### config.mk
export PLATFORM = sky130hd
export DESIGN_NAME = spm_seq_ctrl
export DESIGN_NICKNAME = d
export VERILOG_FILES = /design/src/rtl/spm_seq_pkg.sv /design/src/rtl/spm_seq_shift.sv /design/src/rtl/spm_seq_ctrl.sv
export SDC_FILE = /design/constraint.sdc
export NUM_CORES = 1
export LEC_CHECK = 0
export CORE_AREA = 4 4 90 58
export CTS_CLUSTER_DIAMETER = 150
export DETAILED_ROUTE_END_ITERATION = 16
export DIE_AREA = 0 0 94 62
export GPL_TIMING_DRIVEN = 0
export PLACE_DENSITY = 0.82
export SYNTH_ARGS = -nofsm -noshare
export SYNTH_HDL_FRONTEND = slang
export SYNTH_SLANG_ARGS = --single-unit
### constraint.sdc
create_clock -name clk -period 2.7 [get_ports clk]
set_input_delay 0.54 -clock clk [delete_from_list [all_inputs] [get_ports clk]]
set_output_delay 0.54 -clock clk [all_outputs]
set_load 0.01 [all_outputs]
### src/rtl/spm_seq_pkg.sv
// Shared types and sizing helpers for the serial-parallel multiplier sequencer.
package spm_seq_pkg;

  localparam int DEF_WIDTH   = 8;
  localparam int DEF_SPM_LAT = 1;

  typedef logic [1:0] state_t;

  localparam state_t ST_IDLE  = 2'd0;
  localparam state_t ST_CLEAR = 2'd1;
  localparam state_t ST_RUN   = 2'd2;
  localparam state_t ST_DONE  = 2'd3;

  // Counter must hold the full run length without wrapping.
  function automatic int cnt_w(input int width, input int lat);
    return $clog2(2 * width + lat + 1);
  endfunction

endpackage

### src/rtl/spm_seq_shift.sv
// Right-shift register with parallel load; shifts in either sin or its own MSB.
module spm_seq_shift #(
  parameter int W = 8
) (
  input  logic         clk,
  input  logic         rst,
  input  logic         load,
  input  logic [W-1:0] load_val,
  input  logic         shift,
  input  logic         sin,
  input  logic         sign_fill,
  output logic [W-1:0] q,
  output logic         sout
);

  logic [W-1:0] q_q, q_d;
  logic         fill;

  always_comb begin
    fill = sign_fill ? q_q[W-1] : sin;
    q_d  = q_q;
    if (load) begin
      q_d = load_val;
    end else if (shift) begin
      q_d = {fill, q_q[W-1:1]};
    end
  end

  always_ff @(posedge clk or posedge rst) begin
    if (rst) begin
      q_q <= '0;
    end else begin
      q_q <= q_d;
    end
  end

  assign q    = q_q;
  assign sout = q_q[0];

endmodule

### src/rtl/spm_seq_ctrl.sv
// Sequencer for the spm array: clear, stream the multiplier serially, collect the product.
//   state | meaning
//   IDLE  | waiting for an operand pair
//   CLEAR | one-cycle synchronous clear of the array
//   RUN   | streaming multiplier bits, capturing product bits
//   DONE  | product presented until the consumer takes it
module spm_seq_ctrl
  import spm_seq_pkg::*;
#(
  parameter int WIDTH   = DEF_WIDTH,
  parameter bit SIGNED  = 1'b1,
  parameter int SPM_LAT = DEF_SPM_LAT
) (
  input  logic               clk,
  input  logic               rst,
  input  logic               in_valid,
  output logic               in_ready,
  input  logic [WIDTH-1:0]   in_mc,
  input  logic [WIDTH-1:0]   in_mp,
  output logic               out_valid,
  input  logic               out_ready,
  output logic [2*WIDTH-1:0] out_prod,
  output logic [WIDTH-1:0]   spm_x,
  output logic               spm_y,
  output logic               spm_clr,
  input  logic               spm_p,
  output logic               busy
);

  localparam int CW = cnt_w(WIDTH, SPM_LAT);
  localparam logic [CW-1:0] RUN_LAST = CW'(2 * WIDTH + SPM_LAT - 1);
  localparam logic [CW-1:0] LAT_C    = CW'(SPM_LAT);

  state_t             state_q, state_d;
  logic [CW-1:0]      cnt_q, cnt_d;
  logic [WIDTH-1:0]   x_q, x_d;
  logic               spm_y_q, spm_y_d;
  logic               mp_load, mp_shift, mp_sout;
  logic               pr_load, pr_shift, pr_sout_unused;
  logic [WIDTH-1:0]   mp_par_unused;
  logic [2*WIDTH-1:0] pr_q;

  always_comb begin
    state_d  = state_q;
    cnt_d    = cnt_q;
    x_d      = x_q;
    mp_load  = 1'b0;
    mp_shift = 1'b0;
    pr_load  = 1'b0;
    pr_shift = 1'b0;
    case (state_q)
      ST_IDLE: begin
        if (in_valid) begin
          x_d     = in_mc;
          mp_load = 1'b1;
          pr_load = 1'b1;
          state_d = ST_CLEAR;
        end
      end
      ST_CLEAR: begin
        cnt_d    = '0;
        mp_shift = 1'b1;
        state_d  = ST_RUN;
      end
      ST_RUN: begin
        mp_shift = 1'b1;
        cnt_d    = cnt_q + CW'(1);
        // The first SPM_LAT product bits still belong to the cleared array.
        if (cnt_q >= LAT_C) begin
          pr_shift = 1'b1;
        end
        if (cnt_q == RUN_LAST) begin
          state_d = ST_DONE;
        end
      end
      default: begin
        if (out_ready) begin
          state_d = ST_IDLE;
        end
      end
    endcase
    // Bit 0 is registered one cycle ahead so RUN cycle n drives multiplier bit n.
    spm_y_d = (state_d == ST_RUN) ? mp_sout : 1'b0;
  end

  always_ff @(posedge clk or posedge rst) begin
    if (rst) begin
      state_q <= ST_IDLE;
      cnt_q   <= '0;
      x_q     <= '0;
      spm_y_q <= 1'b0;
    end else begin
      state_q <= state_d;
      cnt_q   <= cnt_d;
      x_q     <= x_d;
      spm_y_q <= spm_y_d;
    end
  end

  spm_seq_shift #(.W(WIDTH)) u_mp_ser (
    .clk       (clk),
    .rst       (rst),
    .load      (mp_load),
    .load_val  (in_mp),
    .shift     (mp_shift),
    .sin       (1'b0),
    .sign_fill (SIGNED),
    .q         (mp_par_unused),
    .sout      (mp_sout)
  );

  spm_seq_shift #(.W(2 * WIDTH)) u_prod_des (
    .clk       (clk),
    .rst       (rst),
    .load      (pr_load),
    .load_val  ('0),
    .shift     (pr_shift),
    .sin       (spm_p),
    .sign_fill (1'b0),
    .q         (pr_q),
    .sout      (pr_sout_unused)
  );

  assign in_ready  = (state_q == ST_IDLE);
  assign out_valid = (state_q == ST_DONE);
  assign busy      = (state_q != ST_IDLE);
  assign spm_clr   = (state_q == ST_CLEAR);
  assign spm_x     = x_q;
  assign spm_y     = spm_y_q;
  assign out_prod  = pr_q;

endmodule

==> impl_metrics.yaml, run 1 <==
cts:
  ctsRootBufferMaster: "clkbuf_8"
  clock_sinks: 40
  cts_buffers: 5
  cts_buffer_depth: 2
  tritoncts: "done"
  cts_hold_buf: 0
  path_clk_slew_ns: 0.07
  ctsResizeCount: 0
  post_cts.repair.setup_buffers: 0
  htree_levels: 2
  clk_latency_ns: 0.30
detailed_routing:
  viasPerCell: 5.54
  first_iter_violations: 120
  avgRoutedWirePerCell_um: 15.6
  drc: 0
  wirelength_um: 5460
  num_vias: 1945
  firstDrtPassIters: 4
  ant_nets: 0
cells_and_area:
  seq_area_um2: 1000
  final_cell_mix: "clkdlybuf4s50_1 (49), dfrtp_1 (40), nand2_1 (37), a31oi_1 (33), nand3_1 (20)"
  final_nets: 315
  fin_cells: 351
  fillers: 393
  multi_input_area_um2: 1030
  area_growth_pct: 30.0
  drive_above_1_share_pct: 7.99
  design_area_um2: 2860
  diodes: 0
  final_common_cell: "clkdlybuf4s50_1"
logic_synthesis:
  synth.distinct_cells: 27
  yosysTopAreaCell: "dfrtp_1"
  synth_area_um2: 2200
  yosys_register_bits: 40
  yosysSeqAreaShare_pct: 45.5
  avgSynthCellArea_um2: 9.53
  synthTopCellsByArea: "dfrtp_1 (45%), a31oi_1 (9.4%), nand2_1 (6.3%), nand3b_1 (5.8%), nand3_1 (4.5%)"
  synth_warnings: 0
  syn_nets: 259
  syn_inst: 231
  synth.top_cell.area_share_pct: 45.5
power:
  p_clk_share_pct: 11.9
  p_switching_w: 0.00143
  powerDensity_nw_per_um2: 1230
  p_sw_share_pct: 40.6
  internal_power_w: 0.00209
  p_leak_nw: 1.24
  peakVddDrop_uv: 610
  pwr-share-seq_pct: 31.8
  p_comb_share_pct: 56.3
min_path:
  hp-start: "spm_x[0]"
  whs_endpoint: "spm_x[0]"
  hp-class: "reg2reg"
  worstHoldPathCells: 2
placed_design:
  dp.cells: 343
  place_area_um2: 2770
  dp_hpwl_um: 3860
  port_buffers: 49
  routabilityCongestion: 0.764
floorplan:
  design.portCount: 50
  die_h_um: 62
  core_area_um2: 4420
  rows: 19
  die_x_um: 94
  die_area_um2: 5830
  initial_utilization_pct: 49.8
critical_path:
  crit_arrival_ns: 1.71
  reg2reg_to: "u_prod_des.q[9]"
  reg2reg_slack_ns: 0.78
  critical_path_class: "reg2out"
  path_delay_family: "buffers and inverters"
  reg2reg_from: "state_q[0]"
  startpoint_type: "flop"
  crit_buf_inv: 3
  max_stage_delay_ns: 0.52
  slowest_stage: "clkdlybuf4s50_1"
  crit_path_start: "state_q[0]"
  critical_path.cell_chain: "inv_1, ha_1, inv_1, clkdlybuf4s50_1"
  cp_common_cell: "inv_1"
  path_max_fanout: 6
  rr_worst_depth: 7
  cp.required_ns: 2.16
  critPathCaptureType: "output port"
global_route:
  gr-usage-met2_pct: 29.7
  grt_pass1_vias: 1914
  met3_usage_pct: 5.78
  antenna_found_initial: 0
  gr-usage-all-layers_pct: 19.3
  grt_max_degree: 41
  use_met1_pct: 26.7
  grt_pass1_wl_um: 8740
  busiest_layer: "met2"
  grt-ovfl-total: 0
timing:
  rsz0062_at_grt: "no"
  worst_slew_pin_slew_ns: 0.841
  hold_viol: 0
  period_share_pct: 83.3
  tns_ns: 0
  min_period_ns: 2.25
  relSlewSlack_pct: 43.9
  setup_viol: 0
  clock_skew_ns: 0.00962
  drv_slew: 0
  fmaxAchievable_mhz: 445
outcome:
  outcome: "complete, no violations"
flow_run:
  cap_violations: 0
-- metrics by stage --
stage / hold slack (ns) / power, W / setup WS [ns] / util (%)
after CTS: 0.495 / 0.00353 / 0.448 / 64.7
final: 0.490 / 0.00352 / 0.451 / 64.7
after global placement: 0.457 / 0.00303 / 0.354 / 62.6
after global routing: 0.521 / 0.00378 / 0.373 / 64.7
after detailed placement: 0.469 / 0.00310 / 0.650 / 62.6
after floorplan: 0.445 / 0.00234 / 1.13 / -
-- how the worst max path moves through the flow --
stage,to,slack [ns],cells past startpoint
floorplan,u_prod_des.q[10],1.13,6
global placement,spm_y,0.35,2
detailed placement,u_prod_des.q[7],0.65,5
CTS,busy,0.45,4
global route,busy,0.37,4
finish,busy,0.45,4
-- power groups by stage --
stage | combinational (W) | clock, W | sequential, W
after CTS | 0.00199 | 0.000432 | 0.00111
after floorplan | 0.00119 | 0 | 0.00115
final | 0.00198 | 0.000418 | 0.00112
after global placement | 0.00192 | 0 | 0.00111
after global routing | 0.00217 | 0.000448 | 0.00116
after detailed placement | 0.00198 | 0 | 0.00112
-- cells by family (layout without fill, tap and decap cells) --
family | Yosys count | in the layout | share of synthesized area [%]
and+or+nand+nor | 99 | 99 | 24.9
buffers and inverters | 25 | 82 | 7.62
adders and majority gates | 7 | 7 | 3.98
DFF | 40 | 40 | 45.5
muxes | 9 | 9 | 4.09
AOI/OAI and AO/OA | 51 | 51 | 13.9
-- synthesized netlist by cell type --
master and n:
a21oi_1 2, a31oi_1 33, and2_1 2, and2b_1 8
buf_2 5, buf_4 1, buf_6 5, clkbuf_1 3
clkbuf_2 1, clkbuf_8 2, dfrtp_1 40, dlygate4sd1_1 1
ha_1 7, inv_1 7, mux2i_1 9, nand2_1 37
nand2b_1 2, nand3_1 20, nand3b_1 17, nand4_1 1
nor2_2 1, nor2b_1 9, nor4_4 1, o2111a_1 1
o21ai_0 14, o22a_1 1, or2_1 1
-- layer usage --
| layer | wire (um) | share of wire [%] | vias to the layer above |
|---|---|---|---|
| met5 | 0 | 0 | - |
| met4 | 53 | 0.97 | 0 |
| met3 | 471 | 8.6 | 7 |
| met2 | 2310 | 42 | 85 |
| met1 | 2630 | 48 | 924 |
| li1 | - | - | 929 |
-- worst min-delay path: stages (launching register included) --
cell and delay, ns:
dfrtp_1 0.34, nand2_1 0.06, nand2_1 0.06
-- flip-flops by register name, summed over array words and instances (netlist names) --
register	flops
cnt_q	5
u_mp_ser.q	8
spm_x	8
u_prod_des.q	16
state_q	2
spm_y	1
-- area by class of cell --
class | instances | area share, %
Inverter | 7 | 0.919
Multi-Input combinational cell | 166 | 36.1
Tap cell | 63 | 2.76
Buffer | 18 | 4.94
Sequential cell | 40 | 35.0
Timing Repair Buffer | 49 | 17.1
Clock buffer | 8 | 3.15
No activity file was read; power rests on OpenSTA's default activity.
==> run 2: changes to the inputs <==
--- a/config.mk
+++ b/config.mk
@@ -5,12 +5,12 @@
 export SDC_FILE = /design/constraint.sdc
 export NUM_CORES = 1
 export LEC_CHECK = 0
-export CORE_AREA = 4 4 90 58
+export CORE_AREA = 4 4 96 62
 export CTS_CLUSTER_DIAMETER = 150
 export DETAILED_ROUTE_END_ITERATION = 16
-export DIE_AREA = 0 0 94 62
+export DIE_AREA = 0 0 100 66
 export GPL_TIMING_DRIVEN = 0
-export PLACE_DENSITY = 0.82
+export PLACE_DENSITY = 0.75
 export SYNTH_ARGS = -nofsm -noshare
 export SYNTH_HDL_FRONTEND = slang
 export SYNTH_SLANG_ARGS = --single-unit
==> constraint.sdc (replaced) <==
create_clock -name clk -period 1.99 [get_ports clk]
set_input_delay 0.398 -clock clk [delete_from_list [all_inputs] [get_ports clk]]
set_output_delay 0.398 -clock clk [all_outputs]
set_load 0.01 [all_outputs]
==> impl_metrics.yaml, run 2 (synthesized netlist as in run 1, its figures left out) <==
power:
  p_clk_share_pct: 13.6
  powerDensity_nw_per_um2: 1670
  p_switching_w: 0.00190
  total_power_w: 0.00483
  internal_power_w: 0.00293
  pwr-share-seq_pct: 31.4
  p_comb_share_pct: 55.1
  p_leak_nw: 1.25
  p_sw_share_pct: 39.4
  peakVddDrop_uv: 571
critical_path:
  reg2reg_to: "u_prod_des.q[3]"
  slowest_stage: "clkdlybuf4s50_1"
  cp.required_ns: 1.59
  reg2reg_from: "state_q[0]"
  startpoint_type: "flop"
  path_delay_family: "buffers and inverters"
  path_max_fanout: 5
  rr_worst_depth: 7
  reg2reg_slack_ns: 0.16
  critPathCaptureType: "output port"
  crit_arrival_ns: 1.54
  critical_path.cell_chain: "buf_4, ha_1, clkdlybuf4s50_1"
  critical_path_class: "reg2out"
  max_stage_delay_ns: 0.47
  crit_buf_inv: 2
cts:
  clk_latency_ns: 0.29
  cts_buffer_depth: 2
  cts_buffers: 5
  tritoncts: "done"
  path_clk_slew_ns: 0.08
  cts_hold_buf: 0
  htree_levels: 2
  clock_sinks: 40
  ctsRootBufferMaster: "clkbuf_8"
global_route:
  grt-ovfl-total: 0
  grt_pass1_vias: 1808
  grt_max_degree: 41
  antenna_found_initial: 0
  gr-usage-all-layers_pct: 16.5
  grt_pass1_wl_um: 8620
placed_design:
  port_buffers: 49
  dp_hpwl_um: 3670
  dp_slack_ns: 0.0925
  dp.cells: 346
  routabilityCongestion: 0.829
cells_and_area:
  multi_input_area_um2: 1040
  diodes: 0
  largest_reg_flops: 16
  final_common_cell: "clkdlybuf4s50_1"
  final_cell_mix: "clkdlybuf4s50_1 (47), dfrtp_1 (39), nand2_1 (37), a31oi_1 (33), nand3_1 (20)"
  fillers: 440
  seq_area_um2: 1000
  fin_cells: 355
  area_growth_pct: 31.6
  drive_above_1_share_pct: 9.69
  final_nets: 316
detailed_routing:
  avgRoutedWirePerCell_um: 14.7
  drc: 0
  num_vias: 1898
  ant_nets: 0
  first_iter_violations: 169
  wirelength_um: 5210
  viasPerCell: 5.35
  firstDrtPassIters: 4
min_path:
  whs_endpoint: "spm_x[1]"
  worstHoldPathCells: 2
  hp-class: "reg2reg"
  hp-start: "spm_x[1]"
timing:
  worst_slew_pin_slew_ns: 0.841
  fmaxAchievable_mhz: 517
  drv_slew: 0
  rsz0062_at_grt: "no"
  relSlewSlack_pct: 43.8
  period_share_pct: 97.2
  clock_skew_ns: 0.00264
  fin_ws_ns: 0.0555
  min_period_ns: 1.93
  hold_viol: 0
  whs_ns: 0.476
  setup_viol: 0
flow_run:
  cap_violations: 0
floorplan:
  die_x_um: 100
  design.portCount: 50
  core_area_um2: 4980
  die_h_um: 66
  initial_utilization_pct: 44.2
  rows: 20
  die_area_um2: 6600
outcome:
  outcome: "complete, no violations"
run 2: power by group through the flow:
stage / clock [W] / sequential, W / combinational, W
2_1_floorplan: 0 / 0.00156 / 0.00162
3_3_place_gp: 0 / 0.00151 / 0.00261
3_5_place_dp: 0 / 0.00152 / 0.00264
4_1_cts: 0.000678 / 0.00151 / 0.00265
5_1_grt: 0.000714 / 0.00158 / 0.00292
6_report: 0.000656 / 0.00152 / 0.00266
run 2: worst max path at each step:
stage	slack [ns]	cells after the start	end	start
2_1_floorplan	0.42	6	u_prod_des.q[10]	state_q[0]
3_3_place_gp	-0.18	2	u_prod_des.q[0]	rst
3_5_place_dp	0.09	5	u_prod_des.q[2]	in_valid
4_1_cts	0.007	4	busy	state_q[0]
5_1_grt	0.006	3	spm_clr	state_q[0]
6_report	0.06	3	spm_clr	state_q[0]
run 2: cell type report:
class	instances	share of cell area [%]
inverter	7	0.907
timing repair buffer	50	17.2
clock buffer	6	2.51
buffer	18	4.88
clock inverter	2	1.21
tap	66	2.85
multi-input combinational	166	35.8
sequential	40	34.6
run 2: layer usage:
layer	routed length [um]	part of all wire, %	vias to the layer above	global-route usage, %
met3	598	11	4	6.43
met5	0	0	-	0
met2	2170	42	82	24.2
li1	-	-	928	-
met4	29	0.56	0	3.70
met1	2420	46	884	23.0
run 2: per-stage QoR:
stage	cell area (um2)	TNS, ns	util [%]
after global placement	2770	-7.09	55.7
after floorplan	2200	0	-
after CTS	2880	0	57.9
after global routing	2900	0	58.2
final	2900	0	58.2
after detailed placement	2770	0	55.7
run 2: timing repair:
| item | in CTS | in global routing |
|---|---|---|
| resized for setup | 3 | 2 |
| setup endpoints to repair | 3 | 2 |
| setup buffers | 0 | 1 |
| pin swaps | 0 | 0 |
| gates cloned | 0 | 0 |
run 2: worst reg2reg max path, delay by kind of cell, from the launching register on:
kind,cells,cell delay [ns]
flip-flops,1,0.45
AND/OR/NAND/NOR,1,0.23
buffers and inverters,3,0.64
AO/OA/AOI/OAI,2,0.25
adder cells (fa/ha/maj),1,0.14
